==> src/rtl/dc_offset_estimator.sv <==
// dc_offset_estimator
//
// Block-average DC estimator for the AM demodulator chain. Accumulates 2^LOG2_N
// valid envelope samples and publishes their mean at each block boundary. The
// mean drives the subtrahend of the downstream subtractor, which removes the DC
// component from the audio.
//
// Parameters:
//   LOG2_N  log2 of samples per averaging block (1..16)
//   DATA_W  sample and estimate width, two's complement
//
// Ports:
//   i_clk       system clock, rising edge
//   i_rst       synchronous reset, active-high
//   i_data      signed envelope sample
//   i_valid     i_data qualifier, one sample per cycle when high
//   o_dc        signed DC estimate, held between updates
//   o_dc_valid  one-cycle pulse on the cycle o_dc takes a new value
//   o_locked    high once the first full block has completed
//
// Build option:
//   DC_ROUND_EN  when defined, the block mean rounds half toward +inf instead
//                of flooring toward -inf.

module dc_offset_estimator #(
  parameter int unsigned LOG2_N = 10,
  parameter int unsigned DATA_W = 12
) (
  input  logic              i_clk,
  input  logic              i_rst,
  input  logic [DATA_W-1:0] i_data,
  input  logic              i_valid,
  output logic [DATA_W-1:0] o_dc,
  output logic              o_dc_valid,
  output logic              o_locked
);

  // Wide enough to hold 2^LOG2_N full-scale samples without overflow.
  localparam int unsigned AccW = DATA_W + LOG2_N;

  typedef enum logic [0:0] {
    StWarmup,
    StTrack
  } state_e;

  state_e                   state_q, state_d;
  logic signed [AccW-1:0]   acc_q, acc_d;
  logic [LOG2_N-1:0]        cnt_q, cnt_d;
  logic [DATA_W-1:0]        dc_q, dc_d;
  logic                     dc_valid_q, dc_valid_d;

  logic signed [AccW-1:0]   sample_ext;
  logic signed [AccW-1:0]   block_sum;
  logic [DATA_W-1:0]        block_mean;
  logic                     last_sample;

  assign sample_ext  = signed'({{LOG2_N{i_data[DATA_W-1]}}, i_data});
  // Running sum including the current sample; also the next accumulator value.
  assign block_sum   = acc_q + sample_ext;
  assign last_sample = (cnt_q == {LOG2_N{1'b1}});

`ifdef DC_ROUND_EN
  localparam logic signed [AccW-1:0] RoundBias = AccW'(1) << (LOG2_N - 1);
  // Sum plus half an LSB of the mean cannot overflow AccW bits.
  assign block_mean = DATA_W'((block_sum + RoundBias) >>> LOG2_N);
`else
  assign block_mean = DATA_W'(block_sum >>> LOG2_N);
`endif

  always_comb begin
    state_d    = state_q;
    acc_d      = acc_q;
    cnt_d      = cnt_q;
    dc_d       = dc_q;
    dc_valid_d = 1'b0;

    if (i_valid) begin
      if (last_sample) begin
        acc_d      = '0;
        cnt_d      = '0;
        dc_d       = block_mean;
        dc_valid_d = 1'b1;
      end else begin
        acc_d = block_sum;
        cnt_d = cnt_q + LOG2_N'(1);
      end
    end

    unique case (state_q)
      StWarmup: if (i_valid && last_sample) state_d = StTrack;
      StTrack:  state_d = StTrack;
      default:  state_d = StWarmup;
    endcase
  end

  always_ff @(posedge i_clk) begin
    if (i_rst) begin
      state_q    <= StWarmup;
      acc_q      <= '0;
      cnt_q      <= '0;
      dc_q       <= '0;
      dc_valid_q <= 1'b0;
    end else begin
      state_q    <= state_d;
      acc_q      <= acc_d;
      cnt_q      <= cnt_d;
      dc_q       <= dc_d;
      dc_valid_q <= dc_valid_d;
    end
  end

  assign o_dc       = dc_q;
  assign o_dc_valid = dc_valid_q;
  assign o_locked   = (state_q == StTrack);

endmodule

==> config.mk <==
export PLATFORM = sky130hd
export DESIGN_NAME = dc_offset_estimator
export DESIGN_NICKNAME = d
export VERILOG_FILES = /design/src/rtl/dc_offset_estimator.sv
export SDC_FILE = /design/constraint.sdc
export NUM_CORES = 1
export LEC_CHECK = 0
export CELL_PAD_IN_SITES_DETAIL_PLACEMENT = 1
export CELL_PAD_IN_SITES_GLOBAL_PLACEMENT = 1
export CORE_MARGIN = 2
export CORE_UTILIZATION = 35
export CTS_BUF_LIST = sky130_fd_sc_hd__clkbuf_4 sky130_fd_sc_hd__clkbuf_8
export CTS_CLUSTER_SIZE = 8
export DETAILED_ROUTE_END_ITERATION = 10
export MAX_ROUTING_LAYER = met4
export PLACE_DENSITY_LB_ADDON = 0.1
export SLEW_MARGIN = 10
export SYNTH_ARGS = -nofsm -noshare
export SYNTH_HDL_FRONTEND = slang
export SYNTH_SLANG_ARGS = --single-unit
==> constraint.sdc <==
create_clock -name i_clk -period 5.4 [get_ports i_clk]
set_clock_uncertainty 0.2 [all_clocks]
set_input_delay 1.08 -clock i_clk [delete_from_list [all_inputs] [get_ports i_clk]]
set_output_delay 1.08 -clock i_clk [all_outputs]
set_load 0.01 [all_outputs]
==> run summary <==
Status = completed
Slew HR = 0.225
Pwr/cell area = 302 nW/um^2
Fmax = 268 MHz
CP max FO = 11
Vias in the first global route = 2414
Area Overhead vs Synth = 16.1%
Chip width = 93.0 microns
Placer congestion estimate = 0.889
Multi-input combinational cell area = 1740 sq um
Combinational power share = 0.325
CTS Buf Count = 5
Clock power share = 0.280
Unrepaired setup endpoints after global routing = no
FILL cells = 917
Most common cell after layout, fill and taps aside = dfxtp_1
Slowest cell delay on critical path = 690 ps
Most frequent cells in the layout = 46 x dfxtp_1, 35 x nor2_1, 30 x nand2_1, 28 x a21oi_1, 28 x clkdlybuf4s50_1
CTS H-Tree Depth = 2
Largest net degree at the start of global routing = 21
Hold-fix buffers, CTS = 0
Routed length per instance = 16.2 microns
# IOs = 29
CORE AREA = 7690 sq um
Critical Path AT = 3750 ps
Primary FF master, synth = dfxtp_1
Leading post-synthesis cells by cell area = dfxtp_1 33%, ha_1 9.9%, a21oi_1 5.1%
Worst-Margin Slew = 1160 ps
Flop pwr share = 0.394
Die ar. = 8650 sq um
Root Driver = clkbuf_8
Pleak = 1.29 nW
Netlist Area Pre-Place = 2770 sq um
# rows = 32
Worst hold path class = flip-flop to flip-flop
CP max-delay cell = clkdlybuf4s50_1
Post-synthesis sequential area ratio = 0.332
First-pass GRT wire length = 12300 microns
Post-DP HPWL = 5590 microns
Global-route usage over all layers = 0.185
CTS Sinks = 46
Crit path buffers/inverters = 1
Unique masters post-synth = 50
Worst-Skew Late Latency = 300 ps
Layout Nets = 388
Cells after Synth = 331
Sw Share = 0.348
FFs w/ async S/R, synth = 0
Switching pwr = 0.338 mW
Worst Setup SP = i_data[11]
Required @ worst endpoint = 5410 ps
Count of input and output buffers = 28
Finished Cell Area = 3220 sq um
Final Hold Fails = 0
Drt total wl = 7330 microns
Worst R2R End = acc_q[16]
Min Tclk post-route = 3740 ps
CP top delay family = compound AO/OA/AOI/OAI gates
Max cap viols = 0
Peak VDD IR = 0.121 mV
Worst-path cell chain = clkdlybuf4s50_1 > ha_1 > a21oi_1 > o21ai_0 > a211oi_2 > a211oi_1 > or4_1 > a32o_1
Yosys warns = 0
Number of cells on the critical path = 8
Die Y = 93.0 microns
Share of the synthesized area in the top cell type = 0.332
CTS clk-pin slew, worst paths = 100 ps
DRT Pass-1 Iters = 4
Post-Syn Area per Cell = 8.37 sq um
Worst reg2reg path depth = 9
Count of flip-flops with a built-in enable after synthesis = 0
Antenna Nets Post-Route = 0
Post-route DRC = 0
Setup crit end = o_dc[7]
Initial DRC count = 66
Via count = 2443
Area leader, netlist = dfxtp_1
Starting density of the core = 0.361
Register-to-register setup slack = 2680 ps
Share of layout cells above drive strength 1 = 0.0484
CTS tree = built
Setup TNS = 0 ps
Period utilization = 0.692
Worst Setup Path Type = primary input to flip-flop
Mapped Nets = 369
Final total power = 0.973 mW
CTS Buffer Depth = 2
Placement Cell Area = 3100 sq um
Number of diodes = 0
Yosys reg bits = 46
Power Internal = 0.635 mW
Layout Utilization = 0.419
Vias/cell = 5.39
Postcts setup bufs = 0
Kind of end point of the critical path = flip-flop
Final setup fails = 0
Critical path launch point type = primary input
Total gr overflow = 0
Storage cell area = 921 sq um
Slew Limit Fails = 0
PostCTS Resize Cnt = 0
Initial antenna violation count = 0
Reg-to-reg startpoint = acc_q[0]
[metrics by stage]
step,hold slack [ps],std cells,setup WS [ps]
2_1_floorplan,229,331,2360
3_3_place_gp,235,445,1480
3_5_place_dp,247,445,1340
4_1_cts,269,453,1690
5_1_grt,297,453,1470
6_report,262,453,1660
[worst min-delay path, stage by stage (launching register included)]
cell and delay, ps:
dfxtp_1 340, nand2_1 40, o21ai_0 50
[state kept, by name, indices dropped and copies added, names as in the netlist]
signal and cells:
o_dc 12, o_locked 1, acc_q 22, o_dc_valid 1
cnt_q 10
[kinds of logic after synthesis]
logic type,count (synthesis),share of synthesized area
compound gates,106,0.263
xor+xnor,22,0.0695
fa+ha+maj,23,0.107
buf+inv,25,0.0393
flops,46,0.332
mux,3,0.0108
simple gates,106,0.179
[cells in the mapped netlist, drive strengths merged (5+ instances only)]
library cell   n
nand4         10
nor2          35
clkbuf         9
nand2         30
nand3          6
a21oi         30
inv            8
nand2b         5
a22oi          8
xor2          14
o21ai         17
buf            7
ha            22
nor3           6
o21a           5
a22o          14
a21o           5
dfxtp         46
o31ai          6
xnor2          8
[final cells by class]
type | instances | share of cell area
multi-input combinational | 260 | 0.541
sequential | 46 | 0.286
timing repair buffer | 28 | 0.0871
tap | 102 | 0.0397
clock buffer | 6 | 0.0237
clock inverter | 2 | 0.0117
inverter | 9 | 0.0105
[worst min-delay path by stage]
stage,slack (ps),startpoint,end,cells after the start
after floorplan,230,acc_q[8],acc_q[8],2
after global placement,240,o_dc[11],o_dc[11],2
after detailed placement,250,o_dc[10],o_dc[10],2
after CTS,270,o_dc[11],o_dc[11],2
after global routing,300,o_dc[10],o_dc[10],2
final,260,o_dc[11],o_dc[11],2
[metal layers]
layer  vias up  GRT usage  part of all wire
met4         0     0.0515             0.015
met1      1160      0.270              0.54
li1       1242          -                 -
met3        10     0.0282             0.022
met2        31      0.264              0.42
met5         -          -                 0
[power groups by stage]
stage / Sequential (mW) / Combinational (mW) / Clock [mW]
floorplan: 0.384 / 0.242 / 0
detailed placement: 0.390 / 0.315 / 0
global placement: 0.391 / 0.311 / 0
CTS: 0.383 / 0.317 / 0.280
finish: 0.384 / 0.317 / 0.273
global route: 0.386 / 0.355 / 0.294
No activity file was read; power rests on OpenSTA's default activity.
